--- src/rtl/pwm_fade_sequencer.sv ---
`default_nettype none
// +----------------------------------------------------------------------------+
// | Module      : pwm_fade_sequencer                                           |
// | Description : Round-robin ramp/hold/ramp fader for three PWM status LEDs.  |
// | Revision    : 1.0 - initial release                                        |
// +----------------------------------------------------------------------------+
module pwm_fade_sequencer #(
  parameter int STEP_DIV   = 1_500_000,
  parameter int STEP       = 5,
  parameter int HOLD_TICKS = 10
) (
  input  logic       clk,
  input  logic       rst_n,
  input  logic       en,
  output logic [2:0] led,
  output logic [1:0] active_ch,
  output logic       busy
);

  localparam int c_DIV_W  = $clog2(STEP_DIV);
  localparam int c_HOLD_W = $clog2(HOLD_TICKS + 1);

  localparam logic [c_DIV_W-1:0]  c_DIV_LAST  = c_DIV_W'(STEP_DIV - 1);
  localparam logic [c_HOLD_W-1:0] c_HOLD_LAST = c_HOLD_W'(HOLD_TICKS - 1);
  localparam logic [8:0]          c_STEP9     = 9'(STEP);

  localparam logic [2:0] c_IDLE = 3'd0;
  localparam logic [2:0] c_UP   = 3'd1;
  localparam logic [2:0] c_HOLD = 3'd2;
  localparam logic [2:0] c_DOWN = 3'd3;
  localparam logic [2:0] c_NEXT = 3'd4;

  logic [2:0]          r_state;
  logic [2:0]          w_state_nxt;
  logic [7:0]          r_pwm_cnt;
  logic [c_DIV_W-1:0]  r_div_cnt;
  logic [c_HOLD_W-1:0] r_hold_cnt;
  logic [7:0]          r_bright [3];
  logic [1:0]          r_active_ch;
  logic [1:0]          w_ch_nxt;
  logic [2:0]          r_led;
  logic [2:0]          w_led_nxt;
  logic                w_busy;
  logic                w_count_en;
  logic                w_tick;
  logic [7:0]          w_cur;
  logic [8:0]          w_sum;
  logic [8:0]          w_diff;
  logic [7:0]          w_up_val;
  logic [7:0]          w_dn_val;

  // State register
  always_ff @(posedge clk or negedge rst_n) begin
    if (!rst_n) begin
      r_state <= c_IDLE;
    end else begin
      r_state <= w_state_nxt;
    end
  end

  // Next-state logic; every fade transition is aligned to a tick
  always_comb begin
    w_state_nxt = r_state;
    case (r_state)
      c_IDLE: begin
        if (en) begin
          w_state_nxt = c_UP;
        end
      end
      c_UP: begin
        if (w_tick && (w_up_val == 8'hFF)) begin
          w_state_nxt = c_HOLD;
        end
      end
      c_HOLD: begin
        if (w_tick && (r_hold_cnt == c_HOLD_LAST)) begin
          w_state_nxt = c_DOWN;
        end
      end
      c_DOWN: begin
        if (w_tick && (w_dn_val == 8'h00)) begin
          w_state_nxt = c_NEXT;
        end
      end
      c_NEXT: begin
        w_state_nxt = en ? c_UP : c_IDLE;
      end
      default: begin
        w_state_nxt = c_IDLE;
      end
    endcase
  end

  // Output decode
  always_comb begin
    w_busy     = 1'b1;
    w_count_en = 1'b0;
    case (r_state)
      c_IDLE: begin
        w_busy = 1'b0;
      end
      c_UP, c_HOLD, c_DOWN: begin
        w_count_en = 1'b1;
      end
      default: begin
        w_busy     = 1'b1;
        w_count_en = 1'b0;
      end
    endcase
  end

  assign w_tick = w_count_en && (r_div_cnt == c_DIV_LAST);

  always_comb begin
    case (r_active_ch)
      2'd1:    w_cur = r_bright[1];
      2'd2:    w_cur = r_bright[2];
      default: w_cur = r_bright[0];
    endcase
  end

  // Saturating step arithmetic in 9 bits: carry clamps up, borrow clamps down
  assign w_sum    = {1'b0, w_cur} + c_STEP9;
  assign w_diff   = {1'b0, w_cur} - c_STEP9;
  assign w_up_val = w_sum[8]  ? 8'hFF : w_sum[7:0];
  assign w_dn_val = w_diff[8] ? 8'h00 : w_diff[7:0];

  assign w_ch_nxt = (r_active_ch == 2'd2) ? 2'd0 : (r_active_ch + 2'd1);

  always_ff @(posedge clk or negedge rst_n) begin
    if (!rst_n) begin
      r_pwm_cnt <= 8'd0;
    end else begin
      r_pwm_cnt <= r_pwm_cnt + 8'd1;
    end
  end

  // Divider is held at zero through NEXT, which stretches that tick gap by one
  always_ff @(posedge clk or negedge rst_n) begin
    if (!rst_n) begin
      r_div_cnt <= '0;
    end else if (!w_count_en) begin
      r_div_cnt <= '0;
    end else if (r_div_cnt == c_DIV_LAST) begin
      r_div_cnt <= '0;
    end else begin
      r_div_cnt <= r_div_cnt + c_DIV_W'(1);
    end
  end

  always_ff @(posedge clk or negedge rst_n) begin
    if (!rst_n) begin
      r_hold_cnt <= '0;
    end else if (r_state != c_HOLD) begin
      r_hold_cnt <= '0;
    end else if (w_tick) begin
      r_hold_cnt <= r_hold_cnt + c_HOLD_W'(1);
    end
  end

  always_ff @(posedge clk or negedge rst_n) begin
    if (!rst_n) begin
      for (int i = 0; i < 3; i++) begin
        r_bright[i] <= 8'd0;
      end
    end else if (r_state == c_IDLE) begin
      for (int i = 0; i < 3; i++) begin
        r_bright[i] <= 8'd0;
      end
    end else if (w_tick) begin
      for (int i = 0; i < 3; i++) begin
        if (r_active_ch == 2'(i)) begin
          if (r_state == c_UP) begin
            r_bright[i] <= w_up_val;
          end else if (r_state == c_DOWN) begin
            r_bright[i] <= w_dn_val;
          end
        end
      end
    end
  end

  // A stop at NEXT returns straight to channel 0, matching the IDLE value
  always_ff @(posedge clk or negedge rst_n) begin
    if (!rst_n) begin
      r_active_ch <= 2'd0;
    end else if (r_state == c_NEXT) begin
      r_active_ch <= en ? w_ch_nxt : 2'd0;
    end else if (r_state == c_IDLE) begin
      r_active_ch <= 2'd0;
    end
  end

  for (genvar gi = 0; gi < 3; gi++) begin : g_ch
    assign w_led_nxt[gi] = (r_pwm_cnt < r_bright[gi]);
  end

  always_ff @(posedge clk or negedge rst_n) begin
    if (!rst_n) begin
      r_led <= 3'b000;
    end else begin
      r_led <= w_led_nxt;
    end
  end

  assign led       = r_led;
  assign active_ch = r_active_ch;
  assign busy      = w_busy;

endmodule
`default_nettype wire
--- config.mk ---
export PLATFORM = sky130hd
export DESIGN_NAME = pwm_fade_sequencer
export DESIGN_NICKNAME = d
export VERILOG_FILES = /design/src/rtl/pwm_fade_sequencer.sv
export SDC_FILE = /design/constraint.sdc
export NUM_CORES = 1
export LEC_CHECK = 0
export ABC_AREA = 1
export ABC_CLOCK_PERIOD_IN_PS = 2690
export CAP_MARGIN = 5
export CORE_AREA = 5 5 105 107
export DETAILED_ROUTE_END_ITERATION = 6
export DIE_AREA = 0 0 110 112
export MAX_ROUTING_LAYER = met4
export PLACE_DENSITY = 0.62
export SLEW_MARGIN = 15
export SYNTH_ARGS = -nofsm -noshare
export SYNTH_HDL_FRONTEND = slang
export SYNTH_SLANG_ARGS = --single-unit
--- constraint.sdc ---
create_clock -name clk -period 2.69 [get_ports clk]
set_input_delay 0.4035 -clock clk [delete_from_list [all_inputs] [get_ports clk]]
set_output_delay 0.4035 -clock clk [all_outputs]
set_load 0.005 [all_outputs]
======== After elaboration in Yosys (flattened, before gate mapping) ========
Index checks and enable logic that the tools add are counted.
storage, ports and cells
  flip-flop bits (word level) ............. 65
operators by class
  reduce and logical (&&, ||, !) cells .... 19
  equal/unequal tests ..................... 14
  add/sub/neg operators ................... 6
  order comparisons ....................... 3
  muxes and demuxes ....................... 26
operator list
  kind                                              count
  2-to-1 mux 8 bit                                  7
  2-to-1 mux 24 bit                                 2
  2-to-1 mux 21 bit                                 2
  less-than comparator 8 bit                        3
  adder 21 x 1 -> 21 bit, second input constant     1
  == test 21 bit, second input constant             1
  case mux 8 bit (2 select lines)                   1
  case mux 3 bit (5 select lines)                   1
  2-to-1 mux 3 bit                                  4
  nonzero test 2 bit                                6
  adder 8 x 3 -> 9 bit, second input constant       1
  AND reduction 3 bit                               3
  subtractor 8 x 3 -> 9 bit, second input constant  1
  adder 8 x 1 -> 8 bit, second input constant       1
  == test 8 bit, second input constant              1
  zero test 8 bit                                   1
  2-to-1 mux 2 bit                                  4
  2-to-1 mux 4 bit                                  2
  inequality test 2 bit, second input constant      4
  == test 3 x 2 -> 1 bit, second input constant     2
  adder 4 x 1 -> 4 bit, second input constant       1
  == test 4 bit, second input constant              1
  logical AND 1 bit                                 4
  AND reduction 4 bit                               1
  other kinds (11)                                  13

======== Longest topological paths before layout ========
  depth after elaboration ................. 9
  depth in mapped cells ................... 22
  gate-level depth less buffers ........... 21

======== Worst setup path before layout ========
Ideal clock, no wire load.
  kind .................................... flip-flop to flip-flop
  start point ............................. register r_active_ch[0], in the netlist active_ch[0]
  end point ............................... register r_state[1]
  buffers on the path ..................... 0
  slack ................................... 330 ps
  library setup time ...................... 117 ps
  cell stages (with the launch flop) ...... 19
  clock period less this slack ............ 2360 ps
  data arrival time ....................... 2243 ps
  required time ........................... 2573 ps
  path through ............................ dfrtp_1 > inv_1 > ha_1 > or2_2 > nand2_2 > ha_1 > inv_1 > nand3_2 > inv_2 > nor2_4 > nand2_2 > o21ai_0 > nand2_1 > nor2_1 > nand3_1 > nand2_2 > nand3_2 > nand2_1 > nand2_1
on the way
  longest elaborated chain between the ends .. 8
ends and longest elaborated chain
  what                                                               line      RTL
  from (decl)                                                        39        logic [1:0] r_active_ch;
  from (signal assigned)                                             188       r_active_ch <= en ? w_ch_nxt : 2'd0;
  == test 2 bit or == test 2 x 1 -> 1 bit (tied branches)            115       case (r_active_ch)
  case mux 8 bit (2 select lines) (*)                                115
  adder 8 x 3 -> 9 bit or subtractor 8 x 3 -> 9 bit (tied branches)  123, 124
  2-to-1 mux 8 bit, on equally long branches                         125, 126
  == test 8 bit or zero test 8 bit (tied branches)                   71, 81
  logical AND 1 bit, on equally long branches                        71, 81
  inequality test 2 bit (no line)                                    --
  AND reduction 4 bit (no line) (*)                                  --
  to (signal assigned)                                               55        r_state <= c_IDLE;
  to (signal assigned)                                               57        r_state <= w_state_nxt;
  to (decl)                                                          33        logic [2:0] r_state;
Mark *: on every way between the ends. The rest lies on a longest branch, timed or not.
A chain may end at the register's enable or synchronous reset.

======== Worst setup path in the final report ========
  start point ............................. register r_active_ch[1], in the netlist active_ch[1]
  end point ............................... register r_state[0]
The elaborated chain is that of the path after synthesis.

==> results_dict.tcl <==
set metrics [dict create \
    start_util 0.430 \
    postCtsHoldBufs 0 \
    die_h_um 112 \
    ys_ff_latch 65 \
    final_cell_area_mm2 0.00489 \
    gr-usage-all-layers 0.171 \
    via_per_inst 5.04 \
    drcViolationCount 0 \
    syn_area_mm2 0.00432 \
    row_count 37 \
    cts_tree "yes" \
    post-route-period-util 0.911 \
    cp_slowest_stage_delay_ps 410 \
    vias 3577 \
    postPlaceCellArea_mm2 0.00458 \
    timing.hold.ws_ps 34.9 \
    worstHoldPathType "in -> async" \
    htree_levels 3 \
    first_pass_iters 4 \
    startpoint_type "register" \
    ys_warn_count 0 \
    fill_cells 986 \
    die-area_mm2 0.0123 \
    nets 602 \
    arrival_ps 2690 \
    core_region_area_mm2 0.0100 \
    max_freq_mhz 408 \
    worstPathCellList "inv_2 -> ha_4 -> or2_4 -> nand2_4 -> ha_2 -> inv_1 -> nand3_4 -> inv_2 -> nor2_4 -> nand2_4 -> nand2_1 -> nor2_1 -> nor2_1 -> nand3_1 -> nand2_2 -> nand3_2 -> nand2_1 -> nand2_1" \
    clkTransAtPathRegs_ps 80 \
    wl_per_cell_um 13.3 \
    drt-initial-drc-count 148 \
    ys.flop_type "dfrtp_1" \
    syn_avg_cell_area_um2 7.92 \
    worstMarginPinSlew_ps 690 \
    cap_viol_max_count 0 \
    finalMaxSlewViolations 0 \
    grt_max_degree 43 \
    syn_to_final_growth_pct 13.1 \
    grt_pass1_wl_um 16400 \
    mostFrequentLayoutCells "nand2_1 (114), dfrtp_1 (65), inv_1 (61), nor2_1 (46), a21oi_1 (33)" \
    register_area_mm2 0.00163 \
    die_width_um 110 \
    overflow 0 \
    first_global_vias 3561 \
    min_period_ps 2450 \
    cts.sinks 65 \
    ant_nets 0 \
    diodes 0 \
    multiInputGateArea_mm2 0.00240 \
    synth.yosys.seq_area_share 0.376 \
    gp_congestion 0.850 \
    numPortBuffers 8 \
    dpl.hpwl_um 7130 \
    wl_um 9470 \
    stdcell_count 710 \
    worst_ir_drop_vdd_uv 354 \
    setup_viol 0 \
    crit_top_cell "nand2_1" \
    layout_commonest_cell "nand2_1" \
    end_kind "register" \
    cts_root_buffer "clkbuf_8" \
    cts_inserted_buffers 9 \
    ios 9 \
    cp_max_fo 6 \
    slew_headroom 0.540 \
    totalPowerFinal_w 0.00463 \
    synthCells 546 \
    synth_cell_type_count 39 \
    cp.required_ps 2930 \
    clockBufferDepth 2 \
    synth_edf_count 0 \
    syn-num-nets 579 \
    status "complete, no violations" \
    async_flop_share 1.00 \
    crit_type "reg -> reg" \
    clock_skew_ps 14.5 \
    clock_latency_ps 360 \
    antenna_found_initial 0 \
    numPlacedInstances 692 \
    hold_violations 0 \
    cpMaxStageDelayCell "dfrtp_1" \
    powerDensity_mw_per_mm2 947 \
    layout-drive-gt1-share 0.183 \
    power_leakage_nw 2.27 \
]
## timing repair
item                       4_1_cts  5_1_grt
buffers inserted                 0        2
setup endpoints to repair        0       14
resized for setup                0       18
## critical path, delay by kind of cell, from the launching register on
kind	cells	cell delay (ps)
and+or+nand+nor	13	1310
DFF	1	410
adders and majority gates	2	400
buffers and inverters	3	230
## registers in the layout, indices dropped and copies added, names as in the netlist
name and cells:
active_ch 2, r_pwm_cnt 8, r_state 3, led 3, r_hold_cnt 4, r_bright 24
r_div_cnt 21
## metrics by stage
stage / worst slack [ps] / setup TNS, ps / utilization
2_1_floorplan: 330 / 0 / -
3_3_place_gp: 183 / 0 / 0.456
3_5_place_dp: 115 / 0 / 0.456
4_1_cts: 96.0 / 0 / 0.478
5_1_grt: -5.76 / -5.76 / 0.487
6_report: 239 / 0 / 0.487
## path summary, 6_finish.rpt
check / end / cells past startpoint / slack (ps) / startpoint
worst max-delay path: r_state[0] / 18 / 240 / active_ch[1]
worst min register to register: r_div_cnt[0] / 1 / 470 / r_div_cnt[0]
max in group asynchronous: r_state[0] / 2 / 2020 / rst_n
worst min-delay path: r_bright[20] / 1 / 30 / rst_n
worst max register to register: r_state[0] / 18 / 240 / active_ch[1]
min in group clk: r_div_cnt[0] / 1 / 470 / r_div_cnt[0]
## cell type report
class / count / share of cell area
Multi-Input combinational cell: 397 / 0.491
Sequential cell: 65 / 0.333
Inverter: 76 / 0.0583
Timing Repair Buffer: 20 / 0.0379
Tap cell: 136 / 0.0348
Clock buffer: 11 / 0.0289
Clock inverter: 5 / 0.0161
## routing by layer
layer,vias up,global-route usage,part of all wire
met5,-,-,0
met4,0,0.0623,0.021
met3,18,0.0371,0.035
met2,50,0.274,0.49
met1,1662,0.210,0.45
li1,1847,-,-
## Yosys cell counts, types with 6 or more instances
master | instances | area [um^2]
inv_1 | 64 | 240
nand2_1 | 115 | 432
o21ai_0 | 25 | 125
nand3_1 | 26 | 130
nand2_2 | 19 | 119
nor3_1 | 6 | 30.0
o211ai_1 | 6 | 45.0
inv_2 | 12 | 45.0
a21oi_1 | 33 | 165
nor2_1 | 46 | 173
dfrtp_1 | 65 | 1630
nand3_2 | 9 | 90.1
o21ai_1 | 13 | 65.1
ha_1 | 30 | 375
o21ai_2 | 6 | 52.6
nand4_1 | 12 | 75.1
nor2_2 | 8 | 50.1
## where the power goes
| part | switching (W) | total (W) | internal [W] | leakage (nW) |
|---|---|---|---|---|
| Sequential | 0.000153 | 0.00133 | 0.00118 | 0.862 |
| Clock | 0.000402 | 0.000948 | 0.000546 | 0.113 |
| Combinational | 0.00151 | 0.00235 | 0.000838 | 1.30 |
| Total | 0.00207 | 0.00463 | 0.00256 | 2.27 |
## cell families after synthesis
group / count (synthesis) / share of synthesized area
and+or+nand+nor: 259 / 0.298
AOI/OAI and AO/OA: 98 / 0.135
buffers and inverters: 84 / 0.0842
DFF: 65 / 0.376
adders and majority gates: 30 / 0.0868
xor gates and xnor gates: 10 / 0.0203
Note: power is estimated with default switching activity, not from simulation.
